===== src/rtl/vscale_htif_mon_pkg.sv =====
// Shared constants and FSM encoding for the HTIF tohost monitor.
package vscale_htif_mon_pkg;

    localparam int HTIF_PCR_WIDTH = 64;
    localparam int CSR_ADDR_WIDTH = 12;

    localparam logic [CSR_ADDR_WIDTH-1:0] CSR_ADDR_TO_HOST = 12'h780;

    localparam logic [2:0] ST_IDLE_ENC = 3'd0;
    localparam logic [2:0] ST_REQ_ENC  = 3'd1;
    localparam logic [2:0] ST_RESP_ENC = 3'd2;
    localparam logic [2:0] ST_GAP_ENC  = 3'd3;
    localparam logic [2:0] ST_DONE_ENC = 3'd4;

    typedef enum logic [2:0] {
        S_IDLE = ST_IDLE_ENC,
        S_REQ  = ST_REQ_ENC,
        S_RESP = ST_RESP_ENC,
        S_GAP  = ST_GAP_ENC,
        S_DONE = ST_DONE_ENC
    } mon_state_t;

endpackage


===== src/rtl/vscale_htif_tohost_monitor_if.sv =====
// HTIF PCR request/response channel; master is the poller, slave is the core side.
interface vscale_htif_tohost_monitor_if
    import vscale_htif_mon_pkg::*;
#(
    parameter int PCR_WIDTH  = HTIF_PCR_WIDTH,
    parameter int ADDR_WIDTH = CSR_ADDR_WIDTH
) ();

    logic                  pcr_req_valid;
    logic                  pcr_req_ready;
    logic                  pcr_req_rw;
    logic [ADDR_WIDTH-1:0] pcr_req_addr;
    logic [PCR_WIDTH-1:0]  pcr_req_data;
    logic                  pcr_resp_valid;
    logic                  pcr_resp_ready;
    logic [PCR_WIDTH-1:0]  pcr_resp_data;

    modport master (
        output pcr_req_valid, pcr_req_rw, pcr_req_addr, pcr_req_data, pcr_resp_ready,
        input  pcr_req_ready, pcr_resp_valid, pcr_resp_data
    );

    modport slave (
        input  pcr_req_valid, pcr_req_rw, pcr_req_addr, pcr_req_data, pcr_resp_ready,
        output pcr_req_ready, pcr_resp_valid, pcr_resp_data
    );

endinterface


===== src/rtl/vscale_sat_counter.sv =====
// Saturating up-counter with synchronous clear; holds at all-ones.
// One-cycle update latency; no backpressure.
module vscale_sat_counter #(
    parameter int WIDTH = 8
) (
    input  logic             clk,
    input  logic             reset,
    input  logic             clr,
    input  logic             en,
    output logic [WIDTH-1:0] count
);

    always_ff @(posedge clk) begin
        if (!reset) begin
            count <= '0;
        end else if (clr) begin
            count <= '0;
        end else if (en && (count != '1)) begin
            count <= count + WIDTH'(1);
        end
    end

endmodule


===== src/rtl/vscale_htif_tohost_monitor.sv =====
// Polls the tohost CSR over HTIF PCR and latches pass/fail/timeout; first request 1 cycle after enable.
// Request valid holds through backpressure (dropped only on timeout); single outstanding read.
module vscale_htif_tohost_monitor
    import vscale_htif_mon_pkg::*;
#(
    parameter int                    PCR_WIDTH   = HTIF_PCR_WIDTH,
    parameter int                    ADDR_WIDTH  = CSR_ADDR_WIDTH,
    parameter logic [ADDR_WIDTH-1:0] TOHOST_ADDR = CSR_ADDR_TO_HOST,
    parameter logic [PCR_WIDTH-1:0]  PASS_VALUE  = PCR_WIDTH'(1),
    parameter int                    MAX_CYCLES  = 2000,
    parameter int                    POLL_GAP    = 4,
    parameter int                    CNT_WIDTH   = 64
) (
    input  logic                 clk,
    input  logic                 reset,
    input  logic                 enable,
    vscale_htif_tohost_monitor_if.master pcr,
    output logic                 done,
    output logic                 pass,
    output logic                 fail,
    output logic                 timeout,
    output logic [PCR_WIDTH-1:0] fail_code,
    output logic [CNT_WIDTH-1:0] cycle_count,
    output logic [31:0]          poll_count
);

    localparam int GAP_W = (POLL_GAP < 2) ? 1 : $clog2(POLL_GAP);
    localparam logic [GAP_W-1:0]     GAP_LAST = GAP_W'((POLL_GAP > 0) ? POLL_GAP - 1 : 0);
    localparam logic [CNT_WIDTH-1:0] TO_LAST  = CNT_WIDTH'((MAX_CYCLES > 0) ? MAX_CYCLES - 1 : 0);

    mon_state_t       state, state_nxt;
    logic             active, resp_fire, tmo_hit;
    logic             set_pass, set_fail, set_to;
    logic [GAP_W-1:0] gap_cnt;

    assign active    = (state == S_REQ) || (state == S_RESP) || (state == S_GAP);
    assign resp_fire = (state == S_RESP) && pcr.pcr_resp_valid;
    assign tmo_hit   = (MAX_CYCLES != 0) && active && (cycle_count == TO_LAST);

    always_ff @(posedge clk) begin
        if (!reset) begin
            state <= S_IDLE;
        end else begin
            state <= state_nxt;
        end
    end

    always_comb begin
        state_nxt          = state;
        set_pass           = 1'b0;
        set_fail           = 1'b0;
        set_to             = 1'b0;
        pcr.pcr_req_valid  = 1'b0;
        pcr.pcr_req_rw     = 1'b0;
        pcr.pcr_req_addr   = '0;
        pcr.pcr_req_data   = '0;
        pcr.pcr_resp_ready = 1'b0;
        unique case (state)
            S_IDLE: begin
                if (enable) state_nxt = S_REQ;
            end
            S_REQ: begin
                pcr.pcr_req_valid = 1'b1;
                pcr.pcr_req_addr  = TOHOST_ADDR;
                if (pcr.pcr_req_ready) state_nxt = S_RESP;
            end
            S_RESP: begin
                pcr.pcr_resp_ready = 1'b1;
                if (pcr.pcr_resp_valid) begin
                    if (pcr.pcr_resp_data == '0) begin
                        state_nxt = (POLL_GAP > 0) ? S_GAP : S_REQ;
                    end else if (pcr.pcr_resp_data == PASS_VALUE) begin
                        state_nxt = S_DONE;
                        set_pass  = 1'b1;
                    end else begin
                        state_nxt = S_DONE;
                        set_fail  = 1'b1;
                    end
                end
            end
            S_GAP: begin
                if (gap_cnt == GAP_LAST) state_nxt = S_REQ;
            end
            S_DONE: begin
                state_nxt = S_DONE;
            end
            default: begin
                state_nxt = S_IDLE;
            end
        endcase
        // A decoded non-zero response on the limit cycle beats the timeout.
        if (tmo_hit && !set_pass && !set_fail) begin
            state_nxt = S_DONE;
            set_to    = 1'b1;
        end
    end

    always_ff @(posedge clk) begin
        if (!reset) begin
            done      <= 1'b0;
            pass      <= 1'b0;
            fail      <= 1'b0;
            timeout   <= 1'b0;
            fail_code <= '0;
        end else begin
            if (set_pass || set_fail || set_to) done <= 1'b1;
            if (set_pass) pass    <= 1'b1;
            if (set_to)   timeout <= 1'b1;
            if (set_fail) begin
                fail      <= 1'b1;
                fail_code <= pcr.pcr_resp_data >> 1;
            end
        end
    end

    vscale_sat_counter #(.WIDTH(CNT_WIDTH)) u_cycle_cnt (
        .clk   (clk),
        .reset (reset),
        .clr   (1'b0),
        .en    (active),
        .count (cycle_count)
    );

    vscale_sat_counter #(.WIDTH(32)) u_poll_cnt (
        .clk   (clk),
        .reset (reset),
        .clr   (1'b0),
        .en    (resp_fire),
        .count (poll_count)
    );

    vscale_sat_counter #(.WIDTH(GAP_W)) u_gap_cnt (
        .clk   (clk),
        .reset (reset),
        .clr   (state != S_GAP),
        .en    (state == S_GAP),
        .count (gap_cnt)
    );

endmodule


===== src/flat_wrapper.sv =====
// flat-port wrapper written by rule: the top's interface ports become plain ports
module vscale_htif_tohost_monitor_flat import vscale_htif_mon_pkg::*;
#(
    parameter int                    PCR_WIDTH   = HTIF_PCR_WIDTH,
    parameter int                    ADDR_WIDTH  = CSR_ADDR_WIDTH,
    parameter logic [ADDR_WIDTH-1:0] TOHOST_ADDR = CSR_ADDR_TO_HOST,
    parameter logic [PCR_WIDTH-1:0]  PASS_VALUE  = PCR_WIDTH'(1),
    parameter int                    MAX_CYCLES  = 2000,
    parameter int                    POLL_GAP    = 4,
    parameter int                    CNT_WIDTH   = 64
)
  (clk, reset, enable, done, pass, fail, timeout, fail_code, cycle_count, poll_count, pcr_pcr_req_valid, pcr_pcr_req_rw, pcr_pcr_req_addr, pcr_pcr_req_data, pcr_pcr_resp_ready, pcr_pcr_req_ready, pcr_pcr_resp_valid, pcr_pcr_resp_data);
  vscale_htif_tohost_monitor_if #(.PCR_WIDTH(PCR_WIDTH), .ADDR_WIDTH(ADDR_WIDTH)) pcr_i ();
  input  logic clk;
  input  logic reset;
  input  logic enable;
  output logic done;
  output logic pass;
  output logic fail;
  output logic timeout;
  output logic [PCR_WIDTH-1:0] fail_code;
  output logic [CNT_WIDTH-1:0] cycle_count;
  output logic [31:0] poll_count;
  output wire logic [$bits(pcr_i.pcr_req_valid)-1:0] pcr_pcr_req_valid;
  output wire logic [$bits(pcr_i.pcr_req_rw)-1:0] pcr_pcr_req_rw;
  output wire logic [$bits(pcr_i.pcr_req_addr)-1:0] pcr_pcr_req_addr;
  output wire logic [$bits(pcr_i.pcr_req_data)-1:0] pcr_pcr_req_data;
  output wire logic [$bits(pcr_i.pcr_resp_ready)-1:0] pcr_pcr_resp_ready;
  input wire logic [$bits(pcr_i.pcr_req_ready)-1:0] pcr_pcr_req_ready;
  input wire logic [$bits(pcr_i.pcr_resp_valid)-1:0] pcr_pcr_resp_valid;
  input wire logic [$bits(pcr_i.pcr_resp_data)-1:0] pcr_pcr_resp_data;
  assign pcr_pcr_req_valid = pcr_i.pcr_req_valid;
  assign pcr_pcr_req_rw = pcr_i.pcr_req_rw;
  assign pcr_pcr_req_addr = pcr_i.pcr_req_addr;
  assign pcr_pcr_req_data = pcr_i.pcr_req_data;
  assign pcr_pcr_resp_ready = pcr_i.pcr_resp_ready;
  assign pcr_i.pcr_req_ready = pcr_pcr_req_ready;
  assign pcr_i.pcr_resp_valid = pcr_pcr_resp_valid;
  assign pcr_i.pcr_resp_data = pcr_pcr_resp_data;
  vscale_htif_tohost_monitor #(.PCR_WIDTH(PCR_WIDTH), .ADDR_WIDTH(ADDR_WIDTH), .TOHOST_ADDR(TOHOST_ADDR), .PASS_VALUE(PASS_VALUE), .MAX_CYCLES(MAX_CYCLES), .POLL_GAP(POLL_GAP), .CNT_WIDTH(CNT_WIDTH)) u_core (.clk(clk), .reset(reset), .enable(enable), .pcr(pcr_i), .done(done), .pass(pass), .fail(fail), .timeout(timeout), .fail_code(fail_code), .cycle_count(cycle_count), .poll_count(poll_count));
endmodule

===== config.mk =====
export PLATFORM = sky130hd
export DESIGN_NAME = vscale_htif_tohost_monitor_flat
export DESIGN_NICKNAME = d
export VERILOG_FILES = /design/src/rtl/vscale_htif_mon_pkg.sv /design/src/rtl/vscale_htif_tohost_monitor_if.sv /design/src/rtl/vscale_sat_counter.sv /design/src/rtl/vscale_htif_tohost_monitor.sv /design/src/flat_wrapper.sv
export SDC_FILE = /design/constraint.sdc
export NUM_CORES = 1
export LEC_CHECK = 0
export ABC_AREA = 0
export BUFFER_PORTS_ARGS = -buffer_cell sky130_fd_sc_hd__buf_2
export CORE_ASPECT_RATIO = 0.75
export CORE_MARGIN = 5
export CORE_UTILIZATION = 50
export CTS_CLUSTER_SIZE = 10
export DETAILED_ROUTE_END_ITERATION = 8
export GPL_TIMING_DRIVEN = 0
export PLACE_DENSITY = 0.88
export SYNTH_ARGS = -nofsm -noshare
export SYNTH_HDL_FRONTEND = slang
export SYNTH_SLANG_ARGS = --single-unit

===== constraint.sdc =====
create_clock -name clk -period 7.1 [get_ports clk]
set_input_delay 1.775 -clock clk [delete_from_list [all_inputs] [get_ports clk]]
set_output_delay 1.775 -clock clk [all_outputs]
set_load 0.01 [all_outputs]

== Word level (Yosys, flattened, before mapping) ==
Index checks and enable logic that the tools add are counted.

* Flip-flop bits (word level): 168
* Input port bits: 69
* Output and inout port bits: 243
* Logic and storage cells: 71

* $add $sub $neg: 3
* Equal/unequal tests: 19
* Muxes and demuxes: 19
* Bitwise gates (word level): 1
* Reductions and logical operators: 19

{| class="wikitable"
|+ Operator list
! operator !! number
|-
| 64-bit by 1-bit adder with 64-bit output, second input constant || 1
|-
| 64-bit by 1-bit == test with 1-bit output, second input constant || 1
|-
| 64-bit by 11-bit == test with 1-bit output, second input constant || 1
|-
| 64-bit logical NOT || 1
|-
| 64-bit != test, second input constant || 1
|-
| 32-bit by 1-bit adder with 32-bit output, second input constant || 1
|-
| 32-bit != test, second input constant || 1
|-
| 3-bit two-way mux || 6
|-
| 3-bit one-hot mux with 5 select lines || 1
|-
| 1-bit two-way mux || 11
|-
| 11-bit two-way mux || 1
|-
| 2-bit != test, second input constant || 4
|-
| 4-bit AND reduction || 2
|-
| 1-bit logical AND || 7
|-
| 3-bit by 2-bit == test with 1-bit output, second input constant || 2
|-
| 3-bit by 2-bit != test with 1-bit output, second input constant || 2
|-
| 3-bit != test, second input constant || 2
|-
| 1-bit logical OR || 4
|-
| 2-bit OR reduction || 2
|-
| 3-bit by 1-bit == test with 1-bit output, second input constant || 1
|-
| 3-bit == test, second input constant || 1
|-
| 3-bit logical NOT || 1
|-
| 3-bit by 1-bit != test with 1-bit output, second input constant || 1
|-
| 2-bit by 1-bit adder with 2-bit output, second input constant || 1
|-
| other kinds (4) || 5
|}

== Depth between registers and ports, before layout ==
* Depth after elaboration: 10
* Depth in mapped cells: 9
* Gate-level depth less buffers: 7

== Modules after synthesis ==
Synthesis repeated with hierarchy kept, for this count alone.

* Cells, all modules: 1074
* Area total of the unflattened synthesis: 9031.2 µm²

{| class="wikitable"
|+ By module, submodules not included
! module !! times used !! cells an instance !! area each (µm²) !! seq. area each (µm²)
|-
| vscale_htif_tohost_monitor || 1 || 452 || 3893.7 || 1401.3
|-
| vscale_sat_counter (u_core.u_cycle_cnt) || 1 || 410 || 3370.7 || 1281.2
|-
| vscale_sat_counter (u_core.u_poll_cnt) || 1 || 203 || 1667.8 || 640.6
|-
| vscale_sat_counter (u_core.u_gap_cnt) || 1 || 9 || 98.8 || 40.0
|}

== Worst setup path before layout ==
OpenSTA, ideal clock, no wires.

* Path kind: input -> register
* Start point: input port pcr_pcr_resp_valid
* End point: register u_core.u_poll_cnt.count[7]
* Library setup time: 70 ps
* Arrival: 3399 ps
* Required time: 7030 ps
* Slack: 3630 ps
* Stages: 6
* Path buffers: 1
* Cells stage by stage: nor4bb_1 > and4_1 > clkbuf_1 > nand2_1 > or3_1 > a21oi_1

* Word-level cells in the longest chain between the ends: 2

{| class="wikitable"
|+ Ends and longest elaborated chain
! element !! RTL line !! RTL
|-
| from (decl) || flat_wrapper.sv:30 || <nowiki>input wire logic [$bits(pcr_i.pcr_resp_valid)-1:0] pcr_pcr_resp_valid;</nowiki>
|-
| 1-bit logical AND || vscale_htif_tohost_monitor.sv:37 || <nowiki>assign resp_fire = (state == S_RESP) && pcr.pcr_resp_valid;</nowiki>
|-
| 1-bit logical AND || vscale_sat_counter.sv:18 || <nowiki>end else if (en && (count != '1)) begin</nowiki>
|-
| to (signal assigned) || vscale_sat_counter.sv:19 || <nowiki>count <= count + WIDTH'(1);</nowiki>
|-
| to (decl) || vscale_sat_counter.sv:10 || <nowiki>output logic [WIDTH-1:0] count</nowiki>
|}

Every way passes these cells.
A chain may end at the register's enable or synchronous reset.

== Worst setup path after layout ==
* Start point: input port pcr_pcr_resp_data[13]
* End point: register u_core.fail_code[6]

* Word-level cells in the longest chain between the ends: 5
* Elaborated cells between the ends (all ways): 6
* Those cells by class: eq/ne: 1; mux: 4; reduce/logical: 1

{| class="wikitable"
|+ Ends and longest elaborated chain
! element !! RTL line !! RTL
|-
| from (decl) || flat_wrapper.sv:31 || <nowiki>input wire logic [$bits(pcr_i.pcr_resp_data)-1:0] pcr_pcr_resp_data;</nowiki>
|-
| 64-bit by 1-bit == test with 1-bit output || vscale_htif_tohost_monitor.sv:72 || <nowiki>end else if (pcr.pcr_resp_data == PASS_VALUE) begin</nowiki>
|-
| 1-bit two-way mux || vscale_htif_tohost_monitor.sv:72 ||
|-
| 1-bit two-way mux (*) || vscale_htif_tohost_monitor.sv:70 || <nowiki>if (pcr.pcr_resp_data == '0) begin</nowiki>
|-
| 1-bit two-way mux (*) || vscale_htif_tohost_monitor.sv:69 || <nowiki>if (pcr.pcr_resp_valid) begin</nowiki>
|-
| 1-bit two-way mux (*) || vscale_htif_tohost_monitor.sv:58 || <nowiki>unique case (state)</nowiki>
|-
| to (signal assigned) || vscale_htif_tohost_monitor.sv:111 || <nowiki>fail_code <= pcr.pcr_resp_data >> 1;</nowiki>
|-
| to (decl) || vscale_htif_tohost_monitor.sv:22 || <nowiki>output logic [PCR_WIDTH-1:0] fail_code,</nowiki>
|}

Mark *: on every way between the ends. The rest lies on a longest branch, timed or not.

==> run metrics <==
maximum resistive drop on vdd=about 140 uV; post-cts sizing count=0; pin count of the biggest net entering global routing=17; first-pass iteration count of the detailed router=6; fin. max-slew vios=0; Leakage Power=roughly 4.6 nW; CP max stage cell=nor4_1; startpoint kind of the worst setup timing path=input pin; total power per unit cell area=around 200 nW/um2; DIE WIDTH=roughly 160 um; data required time at the worst endpoint=between 7000 and 8000 ps; relative max-transition margin=30.6%; WP data arrival=~4200 ps; antenna violations before repair=1; total met2 wirelength after detailed routing=roughly 12,000 um; Fillers=1,388; CP Cell Sequence=buf_2, nor4_1, nand4_1, nor3_1, a21oi_1, clkbuf_1, buf_1, mux2i_1, nor2_1; Synth-to-Final Area Change=28.2%; dpl cell area=9950 um2; dominant combinational cell family by area after synthesis=simple AND/OR/NAND/NOR gates; Synth top area share=around 40%; # rows=40; starting utilization of the core area=between 50% and 60%; boundary pin count=about 310; sinks on the clock net=~170; number of violations reported at the end of detailed-routing iteration 0=roughly 620; count of unique library cells instantiated by Yosys=48; insertion delay of the later-clocked pin in the worst-skew pair=420 ps; share of synthesized registers carrying an async set or reset=0%; buffers inserted by post-CTS timing repair=0; M1 WL=roughly 11,000 um; average instance area after synthesis=about 8.6 um2; share of the clock period used by the worst path after layout=a little under three fifths; antenna-violating nets left=0; H-Tree Level Count=4; slew at the pin closest to its max-slew limit=a little over 1000 ps; uppermost routed layer=met4; wire length of the first global-routing pass=roughly 41,000 um; EDFF count, synth=0; final setup TNS=0 ps; kind of end point of the critical path=flop; class of the most critical hold timing path=flop to flop; category of the most critical setup path=input pin to flop; worst-path maximum fanout=10; post-synthesis cell type with the largest combined area=dfxtp_1; cell at the root of the clock tree=clkbuf_16; Slowest Stage Delay on Critical Path=about 480 ps; DRC violation count after routing=0; largest cells by area after synthesis=dfxtp_1 (41%), mux2i_1 (8.6%), buf_4 (7.1%); Final Cell Area=10,600 um2; final estimated routing congestion in global placement=approximately 0.94; number of buffers created by CTS=17; flip-flop and latch area=roughly 3400 um2; complex-gate fraction of the synthesized area=under 10%; Primary FF master, synth=dfxtp_1; outcome=complete, no violations; post-synthesis share of cell area spent on full adders, half adders and majority gates=0.456%; Routed WL per cell=around 17 um; TritonCTS clock tree=built; Cell Area, Synth=roughly 8200 um2; deepest clock path buffer count=2; Avg Vias per Cell=about 5.5; number of hold buffers added after cts=0; part of the Yosys area used for sequential elements=between 40% and 50%; number of global-route vias before repair=7,845; RSZ-0062 raised after global routing=no; die area=about 19,000 um2; portion of netlist area occupied by mux cells=under 10%; global router's overall resource usage=26.4%; total core area=between 15,000 and 20,000 um2; Final Hold Fails=0; XOR/XNOR Fraction of Synth Area=roughly 5.3%; Cells after Synth=960; share of synthesized cell area in and, or, nand and nor gates=~28%; maximum frequency from static timing analysis=roughly 0.26 GHz; detailed-route via count=slightly above 8,000; worst-case clock skew=between 10 and 15 ps; # nets final=about 1,400; Overflow after GRT=0; max-capacitance violation count=0; fraction of final layout cells with drive strength greater than 1=28.0%; placed wire-length estimate after detailed placement=about 20,000 um; clock transition time at the flip-flop clock pins of the worst setup and hold paths=~70 ps; vertical die dimension=between 100 and 150 um; total of warnings raised by yosys=0; post-detailed-routing wire length=between 20,000 and 30,000 um; min cycle time layout=3910 ps; multi-input gate area in the final layout=about 4300 um2; length of routed met3 wiring=~2800 um; total of buffers placed on input and output ports=approximately 240; flops & latches, synth=168; number of setup violations in the final report=0
## worst max-delay path: cells and delay by family
family	cells	cell delay (ps)
AND/OR/NAND/NOR	4	1200
buffers and inverters	3	830
multiplexers	1	280
AO/OA/AOI/OAI	1	110
## cells in the final DEF (no fill, tap or decap), types with 3 or more instances in the layout
master	Yosys	layout
nor4_1	45	45
nor3_1	13	13
ha_1	3	3
or3_1	18	18
a211oi_1	3	3
buf_2	6	243
a21oi_1	40	40
clkbuf_16	0	17
nor4_2	4	4
and2_1	5	5
o211ai_1	3	3
o21bai_1	4	4
inv_1	11	11
and3_1	13	13
mux2i_1	71	71
or4_1	15	15
inv_6	0	7
nand3_1	45	45
dfxtp_1	168	168
nand2_1	57	57
o21ai_0	19	19
nand2b_1	7	7
o31ai_1	12	12
conb_1	1	74
nand4_1	50	50
buf_4	78	78
nor2_1	142	142
clkbuf_1	35	35
xnor2_1	18	18
o21a_1	5	5
and4_1	11	11
xor2_1	32	32
## where the power goes
| group | internal (mW) | switching, mW | total [mW] |
|---|---|---|---|
| Sequential | 0.951 | 0.00613 | 0.957 |
| Clock | 0.538 | 0.409 | 0.947 |
| Combinational | 0.0705 | 0.109 | 0.179 |
| Total | 1.56 | 0.524 | 2.08 |
## path summary, 6_finish.rpt
path | startpoint | to | slack (ps) | cells past startpoint
worst min-delay path | u_core.done$_SDFFE_PN0P_ | u_core.done$_SDFFE_PN0P_ | 460 | 2
worst min register to register | u_core.done$_SDFFE_PN0P_ | u_core.done$_SDFFE_PN0P_ | 460 | 2
worst max-delay path | pcr_pcr_resp_data[13] | u_core.fail_code[6]$_SDFFE_PN0P_ | 3190 | 9
worst max register to register | u_core.u_cycle_cnt.count[48]$_SDFFE_PN0P_ | u_core.u_cycle_cnt.count[22]$_SDFFE_PN0P_ | 3650 | 8
## layer usage
| metal | track usage, % | vias up |
|---|---|---|
| met3 | 7.99 | 50 |
| met4 | 7.62 | 0 |
| li1 | - | 3948 |
| met2 | 43.4 | 401 |
| met1 | 33.4 | 3895 |
| met5 | 0 | - |
## cell families after synthesis
| logic type | count (synthesis) |
|---|---|
| muxes | 71 |
| AOI/OAI and AO/OA | 95 |
| buffers and inverters | 132 |
| DFF | 168 |
| other | 1 |
| adders and majority gates | 3 |
| xor gates and xnor gates | 50 |
| and+or+nand+nor | 440 |
## state kept, by name (all words and copies together) (netlist names)
name,flops
u_core.pass,1
u_core.timeout,1
u_core.u_poll_cnt.count,32
u_core.fail,1
u_core.u_gap_cnt.count,2
u_core.done,1
u_core.fail_code,63
u_core.state,3
u_core.u_cycle_cnt.count,64
## area by class of cell
type / instances / area share, %
multi-input combinational: 733 / 41.2
sequential: 168 / 31.9
timing repair buffer: 237 / 11.2
buffer: 121 / 7.15
clock buffer: 18 / 4.16
tap: 210 / 2.49
clock inverter: 14 / 1.51
inverter: 11 / 0.391
antenna: 1 / 0.0237
## cell usage after synthesis, drive strengths merged, types with 20 or more instances
| cell type | number |
|---|---|
| dfxtp | 168 |
| nor2 | 142 |
| buf | 86 |
| mux2i | 71 |
| nand2 | 57 |
| nand4 | 51 |
| nor4 | 50 |
| nand3 | 46 |
| a21oi | 40 |
| clkbuf | 35 |
| xor2 | 32 |
| o21ai | 20 |
## metrics by stage
stage	power, mW	hold WS, ps	setup WS [ps]	util, %	instances
after floorplan	1.09	468	3630	-	1033
after global placement	1.15	445	2820	62.0	1480
after detailed placement	1.15	454	2720	62.0	1480
after CTS	2.09	465	3160	65.7	1512
after global routing	2.15	478	3020	65.7	1513
final	2.08	463	3190	65.7	1513
No activity file was read; power rests on OpenSTA's default activity.
